`src/rtl/j11bus_pkg.sv`:
```
// Shared definitions for the DCJ11 internal-bus responder: FSM states,
// I/O page decode, GP codes and interrupt priority helpers.
package j11bus_pkg;

  typedef enum logic [1:0] {
    IDLE,
    MEMWAIT,
    IOWAIT,
    RESP
  } state_e;

  localparam logic [8:0] IOPAGE_TOP = 9'h1FF;
  localparam logic [7:0] GP_PWRUP   = 8'o000;
  localparam logic [7:0] GP_CLRNXM  = 8'o377;

  // Highest pending level wins; bit3 is BR7.
  function automatic logic [8:0] irq_vector(input logic [3:0] lvl,
                                            input logic [8:0] v4,
                                            input logic [8:0] v5,
                                            input logic [8:0] v6,
                                            input logic [8:0] v7);
    logic [8:0] v;
    v = '0;
    if (lvl[3])      v = v7;
    else if (lvl[2]) v = v6;
    else if (lvl[1]) v = v5;
    else if (lvl[0]) v = v4;
    return v;
  endfunction

  function automatic logic [3:0] irq_grant(input logic [3:0] lvl);
    logic [3:0] g;
    g = '0;
    if (lvl[3])      g = 4'b1000;
    else if (lvl[2]) g = 4'b0100;
    else if (lvl[1]) g = 4'b0010;
    else if (lvl[0]) g = 4'b0001;
    return g;
  endfunction

endpackage

```
`src/rtl/j11bus_resp.sv`:
```
// Bus target for the DCJ11 front-end: one busack per busreq, decoding to
// memory, I/O page, GP codes or interrupt acknowledge, with NXM timeout.
module j11bus_resp
  import j11bus_pkg::*;
#(
  parameter int unsigned TIMEOUT = 255,
  parameter logic [15:0] PUCODE  = 16'o000001,
  parameter logic [8:0]  VEC4    = 9'o060,
  parameter logic [8:0]  VEC5    = 9'o064,
  parameter logic [8:0]  VEC6    = 9'o100,
  parameter logic [8:0]  VEC7    = 9'o104
) (
  input  logic        clk,
  input  logic        rst,
  input  logic        busreq,
  input  logic        buswr,
  input  logic        busgp,
  input  logic        busirq,
  input  logic [21:0] busaddr,
  input  logic [15:0] buswdata,
  output logic        busack,
  output logic [15:0] busrdata,
  output logic        memreq,
  output logic        memwr,
  output logic [21:0] memaddr,
  output logic [15:0] memwdata,
  input  logic        memack,
  input  logic [15:0] memrdata,
  output logic        ioreq,
  output logic        iowr,
  output logic [12:0] ioaddr,
  output logic [15:0] iowdata,
  input  logic        ioack,
  input  logic [15:0] iordata,
  input  logic [3:0]  irqlvl,
  output logic [3:0]  irqgnt,
  output logic        nxm,
  output logic [21:0] nxmaddr
);

  localparam logic [15:0] TMO = 16'(TIMEOUT);

  state_e      state_q;
  logic [21:0] addr_q;
  logic [15:0] wdata_q;
  logic        wr_q;
  logic [15:0] cnt_q;
  logic        busack_q;
  logic [15:0] rdata_q;
  logic        memreq_q;
  logic        ioreq_q;
  logic [3:0]  irqgnt_q;
  logic        nxm_q;
  logic [21:0] nxmaddr_q;

  logic        wait_ack;
  logic [15:0] wait_data;

  assign wait_ack  = (state_q == MEMWAIT) ? memack   : ioack;
  assign wait_data = (state_q == MEMWAIT) ? memrdata : iordata;

  always_ff @(posedge clk) begin
    if (rst) begin
      state_q   <= IDLE;
      addr_q    <= '0;
      wdata_q   <= '0;
      wr_q      <= 1'b0;
      cnt_q     <= '0;
      busack_q  <= 1'b0;
      rdata_q   <= '0;
      memreq_q  <= 1'b0;
      ioreq_q   <= 1'b0;
      irqgnt_q  <= '0;
      nxm_q     <= 1'b0;
      nxmaddr_q <= '0;
    end else begin
      // Strobes default low; read data is only meaningful alongside busack.
      busack_q <= 1'b0;
      rdata_q  <= '0;
      irqgnt_q <= '0;
      unique case (state_q)
        IDLE: begin
          if (busreq) begin
            addr_q  <= busaddr;
            wdata_q <= buswdata;
            wr_q    <= buswr;
            if (busirq) begin
              state_q  <= RESP;
              busack_q <= 1'b1;
              rdata_q  <= {7'b0, irq_vector(irqlvl, VEC4, VEC5, VEC6, VEC7)};
              irqgnt_q <= irq_grant(irqlvl);
            end else if (busgp) begin
              state_q  <= RESP;
              busack_q <= 1'b1;
              if (!buswr && busaddr[7:0] == GP_PWRUP) rdata_q <= PUCODE;
              if (buswr && busaddr[7:0] == GP_CLRNXM) nxm_q <= 1'b0;
            end else if (busaddr[21:13] == IOPAGE_TOP) begin
              state_q <= IOWAIT;
              ioreq_q <= 1'b1;
              cnt_q   <= '0;
            end else begin
              state_q  <= MEMWAIT;
              memreq_q <= 1'b1;
              cnt_q    <= '0;
            end
          end
        end
        MEMWAIT, IOWAIT: begin
          // An ack in the timeout cycle itself still completes normally.
          if (wait_ack) begin
            state_q  <= RESP;
            memreq_q <= 1'b0;
            ioreq_q  <= 1'b0;
            busack_q <= 1'b1;
            rdata_q  <= wr_q ? '0 : wait_data;
          end else if (cnt_q == TMO) begin
            state_q  <= RESP;
            memreq_q <= 1'b0;
            ioreq_q  <= 1'b0;
            busack_q <= 1'b1;
            nxm_q    <= 1'b1;
            if (!nxm_q) nxmaddr_q <= addr_q;
          end else begin
            cnt_q <= cnt_q + 16'd1;
          end
        end
        RESP: state_q <= IDLE;
        default: state_q <= IDLE;
      endcase
    end
  end

  assign busack   = busack_q;
  assign busrdata = rdata_q;
  assign memreq   = memreq_q;
  assign memwr    = memreq_q & wr_q;
  assign memaddr  = addr_q;
  assign memwdata = wdata_q;
  assign ioreq    = ioreq_q;
  assign iowr     = ioreq_q & wr_q;
  assign ioaddr   = addr_q[12:0];
  assign iowdata  = wdata_q;
  assign irqgnt   = irqgnt_q;
  assign nxm      = nxm_q;
  assign nxmaddr  = nxmaddr_q;

endmodule

```
`config.mk`:
```
export PLATFORM = sky130hd
export DESIGN_NAME = j11bus_resp
export DESIGN_NICKNAME = d
export VERILOG_FILES = /design/src/rtl/j11bus_pkg.sv /design/src/rtl/j11bus_resp.sv
export SDC_FILE = /design/constraint.sdc
export NUM_CORES = 1
export LEC_CHECK = 0
export CAP_MARGIN = 20
export CELL_PAD_IN_SITES_DETAIL_PLACEMENT = 0
export CELL_PAD_IN_SITES_GLOBAL_PLACEMENT = 1
export CORE_MARGIN = 4
export CORE_UTILIZATION = 30
export DETAILED_ROUTE_END_ITERATION = 8
export PLACE_DENSITY = 0.88
export SETUP_SLACK_MARGIN = 0.15
export SYNTH_ARGS = -nofsm -noshare
export SYNTH_HDL_FRONTEND = slang
export SYNTH_SLANG_ARGS = --single-unit
```
`constraint.sdc`:
```
create_clock -name clk -period 2.57 [get_ports clk]
set_clock_uncertainty 0.15 [all_clocks]
set_input_delay 0.514 -clock clk [delete_from_list [all_inputs] [get_ports clk]]
set_output_delay 0.514 -clock clk [all_outputs]
set_load 0.05 [all_outputs]
```
# ---- After elaboration in Yosys (flattened, before gate mapping)
# Index checks and enable logic that the tools add are counted.
dict set report word_totals {
  ramBits 0
  memories 0
  register_bits 103
  out_inout_bits 115
  romBits 0
  latchBits 0
  in_bits 82
  elab_cells 113
}
dict set report classes {
  muxes 55
  eq_ne 17
  add_sub_neg 1
  bitwise_logic 7
  div 0
  magnitude_cmp 0
  reduce_logical 18
  shift 0
  multipliers 0
}
# operator count
set ops {}
lappend ops {{16-bit 2-to-1 mux} 8}
lappend ops {{16-bit case mux with 2 select lines} 2}
lappend ops {{1-bit 2-to-1 mux} 25}
lappend ops {{2-bit != test (second input constant)} 10}
lappend ops {{9-bit 2-to-1 mux} 2}
lappend ops {{6-bit AND reduction} 3}
lappend ops {{16-bit by 1-bit adder with 16-bit output (second input constant)} 1}
lappend ops {{16-bit by 8-bit == test with 1-bit output (second input constant)} 1}
lappend ops {{2-bit 2-to-1 mux} 7}
lappend ops {{7-bit 2-to-1 mux} 2}
lappend ops {{6-bit 2-to-1 mux} 2}
lappend ops {{9-bit == test (second input constant)} 1}
lappend ops {{8-bit == test (second input constant)} 1}
lappend ops {{8-bit logical NOT} 1}
lappend ops {{1-bit case mux with 2 select lines} 4}
lappend ops {{7-bit AND reduction} 1}
lappend ops {{7-bit OR reduction} 1}
lappend ops {{2-bit case mux with 3 select lines} 1}
lappend ops {{6-bit OR reduction} 1}
lappend ops {{1-bit inverter} 5}
lappend ops {{5-bit OR reduction} 1}
lappend ops {{2-bit == test (second input constant)} 2}
lappend ops {{4-bit 2-to-1 mux} 1}
lappend ops {{2-bit AND reduction} 2}
lappend ops {{other kinds (11)} 13}

# ---- Logic depth before layout (Yosys ltp)
dict set report depth {
  word_depth 7
  mapped_depth 9
  ltp_nobuf 6
}

# ---- Least setup slack after synthesis
# OpenSTA, ideal clock, no wires.
dict set report synth_path {
  path_type {register to register}
  start {reg state_q[1]}
  end {reg cnt_q[14]}
  required_time_ps 2325
  n_path_buf 1
  path_stages_with_launch 8
  t_arrival_ps 2093
  setup_ps 95
  slack_ps 231
  period_less_slack_ps 2339
  cell_sequence {dfxtp_1 inv_1 ha_1 buf_2 mux2_2 a211oi_1 nand2_1 o311ai_1}
}
dict set report synth_via {
  elab_chain_len 4
  word_cells_on_any_way 13
  classes_between {7 x eq/ne; 2 x mux; 4 x reduce/logical}
}
# item line
set synth_rtl {}
lappend synth_rtl {{from (decl)} j11bus_resp.sv:43} ;# state_e state_q;
lappend synth_rtl {{from (signal assigned)} j11bus_resp.sv:64} ;# state_q <= IDLE;
lappend synth_rtl {{from (signal assigned)} j11bus_resp.sv:88} ;# state_q <= RESP;
lappend synth_rtl {{from (signal assigned)} j11bus_resp.sv:93} ;# state_q <= RESP;
lappend synth_rtl {{2-bit by 1-bit == test with 1-bit output / 2-bit == test (equally long branches)} {j11bus_resp.sv:59, j11bus_resp.sv:81}}
lappend synth_rtl {{2-bit OR reduction / 1-bit 2-to-1 mux (equally long branches)} {j11bus_resp.sv:81, j11bus_resp.sv:59}}
lappend synth_rtl {{2-bit != test (no line) / 2-bit nonzero test (equally long branches)} n/a}
lappend synth_rtl {{6-bit AND reduction (no line)} n/a}
lappend synth_rtl {{to (signal assigned)} j11bus_resp.sv:124} ;# cnt_q <= cnt_q + 16'd1;
lappend synth_rtl {{to (decl)} j11bus_resp.sv:47} ;# logic [15:0] cnt_q;
# Several ways; a longest one is shown, not always the timed one.
# A chain may end at the register's enable or synchronous reset.

# ---- Final worst setup path
dict set report layout_path {
  start {reg state_q[1]}
  end {reg cnt_q[5]}
}
# The elaborated chain is that of the path after synthesis.

==> flow_metrics.py <==
metrics = {
    "route": {
        "firstDrtPassIters": 5,
        "remaining_drc_errors": 0,
        "post_drt_wl_per_cell_um": 16.1,
        "wl_mm": 15.5,
        "antenna_left": 0,
        "vias_per_cell": 4.94,
        "drt_iter0_drc": 375,
        "vias": 4767,
    },
    "logic_synthesis": {
        "synth_top_area_share": 0.441,
        "yosysSeqAreaShare": 0.441,
        "synthFlopType": "dfxtp_1",
        "yosys.area_share.simple": 0.245,
        "yosys_warnings": 0,
        "ys_top_cells_by_count": "dfxtp_1, nand2_1, a21oi_1",
        "synth.most_common_cell": "dfxtp_1",
        "synth_compound_gate_area_share": 0.167,
        "synth_area_leaders": "dfxtp_1, nand2_1, a21oi_1, buf_4, nand3_1",
        "synth_fa_ha_area_frac": 0.0134,
        "synthCells": 577,
        "avgSynthCellArea_um2": 8.11,
        "synth-xor-area-share": 0,
        "synth_cell_type_count": 54,
        "synth_edf_count": 0,
        "synth_nets": 664,
        "synth_top_family_by_area": "simple AND/OR/NAND/NOR gates",
        "async_reset_ff_frac": 0,
        "ys_ff_latch": 103,
        "synth_area_um2": 4680,
        "synth_mux_area_frac": 0.0430,
        "yosys.area.top_type": "dfxtp_1",
    },
    "placement": {
        "dp_hpwl_mm": 11.5,
        "io_buffers": 196,
        "place.gp.congestion": 0.871,
    },
    "die": {
        "num_io_pins": 197,
        "die_w_um": 133,
        "die_h_um": 133,
        "rows": 45,
        "initial_utilization": 0.307,
        "die-area_um2": 17700,
        "core_area_um2": 15300,
    },
    "cts": {
        "htreeDepth": 3,
        "cts_root_buf": "clkbuf_16",
        "cts_setup_buffers": 0,
        "clock_path_buffers": 2,
        "cts_made_buffers": 9,
        "cts_tree": "yes",
        "clkTransAtPathRegs_ns": 0.07,
        "cts_hold_buf": 0,
        "clk_latency_ns": 0.34,
        "ctsResizeCount": 2,
        "clock_sinks": 103,
    },
    "power_and_ir_drop": {
        "combPwrFrac": 0.444,
        "power.leakage_nw": 2.45,
        "p_seq_frac": 0.319,
        "p_int_mw": 3.50,
        "switching_share": 0.408,
        "power.switching_mw": 2.41,
        "pwr-share-clk": 0.237,
        "power_density_nw_per_um2": 829,
        "peakVddDrop_mv": 0.435,
    },
    "timing": {
        "relSlewSlack": 0.631,
        "finalCriticalPeriod_ns": 2.32,
        "rsz0062_at_grt": "false",
        "final_hold_viol_count": 0,
        "max_freq_mhz": 431,
        "worst_pin_slew_ns": 0.552,
        "setup_viol": 0,
        "tns_ns": 0,
        "finalCritPeriodShare": 0.903,
        "maxSlewViolCount": 0,
    },
    "layout": {
        "fillers": 1492,
        "antenna_cells": 0,
        "drive_gt1_frac": 0.0849,
        "syn2layout_area_growth_pct": 52.4,
        "postLayoutCoreUtil": 0.467,
        "nets": 836,
    },
    "global_routing": {
        "antenna_found_initial": 0,
        "grt_usage": 0.169,
        "grt_pass1_vias": 4391,
        "grt_pass1_wl_mm": 24.1,
        "grt_max_degree": 44,
        "grt.overflow.total": 0,
    },
    "run_status": {
        "outcome": "complete, no violations",
    },
    "setup_path": {
        "path_max_fanout": 8,
        "cp.required_ns": 2.69,
        "worstPathArrival_ns": 2.44,
        "end_kind": "flop",
        "critPathLaunchType": "flop",
        "critical_path_class": "flop to flop",
    },
    "job": {
        "drv_cap": 0,
    },
    "hold_path": {
        "hold_class": "flop to flop",
    },
}
[metal layers]
metal / track usage / vias up / part of all wire
met4: 0.0508 / 0 / 0.019
met2: 0.259 / 189 / 0.46
met3: 0.0578 / 19 / 0.087
li1: - / 2359 / -
met1: 0.224 / 2200 / 0.44
met5: 0 / - / 0
[sequential cells by signal, summed over array words and instances, names as in the netlist, 2 cells and up]
name	flops
busrdata	16
cnt_q	16
iowdata	16
irqgnt	4
memaddr	22
nxmaddr	22
state_q	2
[worst max-delay path, cell delays in order (launching register included)]
cell and delay [ns]:
dfxtp_1 0.33, inv_1 0.14, ha_1 0.26, mux2_2 0.36
a22o_1 0.31, or4_1 0.51, a31oi_1 0.19
[power by group through the flow]
| stage | clock, mW | sequential (mW) | combinational [mW] |
|---|---|---|---|
| after floorplan | 0 | 2.38 | 1.19 |
| after global placement | 0 | 1.92 | 2.58 |
| after detailed placement | 0 | 1.92 | 2.59 |
| after CTS | 1.43 | 1.89 | 2.60 |
| after global routing | 1.50 | 1.91 | 2.78 |
| final | 1.40 | 1.89 | 2.63 |
[cells by family after synthesis]
group / after synthesis
AOI/OAI and AO/OA: 139
adders and majority gates: 5
buffers and inverters: 79
DFF: 103
muxes: 20
and+or+nand+nor: 231
[layout by cell type (no fill, tap or decap), types with 3 or more instances in the layout]
cell | netlist | final
a21oi_1 | 64 | 64
a31oi_1 | 11 | 11
buf_12 | 0 | 3
buf_4 | 29 | 29
clkbuf_16 | 0 | 9
clkdlybuf4s50_1 | 0 | 193
dfxtp_1 | 103 | 103
ha_1 | 5 | 3
inv_1 | 11 | 11
mux2i_1 | 19 | 18
nand2_1 | 97 | 97
nand2b_1 | 4 | 4
nand3_1 | 42 | 42
nand3b_1 | 3 | 3
nand4_1 | 17 | 17
nor2_1 | 26 | 25
nor3_1 | 8 | 8
nor4_1 | 6 | 6
o211ai_1 | 3 | 3
o21ai_0 | 37 | 37
o21ai_1 | 4 | 4
o22ai_1 | 3 | 3
or4_1 | 7 | 7
or4_4 | 4 | 4
[cell type report]
class	count	area, um2	area share
flip-flops and latches	103	2060	0.289
clock buffers	12	246	0.0346
repair buffers	229	2240	0.315
clock inverters	4	53.8	0.00754
inverters	11	41.3	0.00579
well taps	211	264	0.0370
multi-input cells	395	2220	0.312
[metrics by stage]
stage / cells / cell area [um2] / hold WS (ns) / power, mW / worst slack, ns
after detailed placement: 949 / 6810 / 0.315 / 4.51 / 0.0895
after floorplan: 577 / 4680 / 0.298 / 3.57 / 0.231
after global routing: 965 / 7130 / 0.349 / 6.19 / 0.167
final: 965 / 7130 / 0.323 / 5.91 / 0.249
after global placement: 949 / 6810 / 0.307 / 4.51 / 0.133
after CTS: 965 / 7110 / 0.324 / 5.91 / 0.168
[path summary, 6_finish.rpt]
kind                                  start     endpoint  slack, ns  cells past startpoint
worst max-delay path             state_q[1]     cnt_q[5]       0.25                      6
worst min-delay path            nxmaddr[15]  nxmaddr[15]       0.32                      2
worst max register to register   state_q[1]     cnt_q[5]       0.25                      6
worst min register to register  nxmaddr[15]  nxmaddr[15]       0.32                      2
No activity file was read; power rests on OpenSTA's default activity.
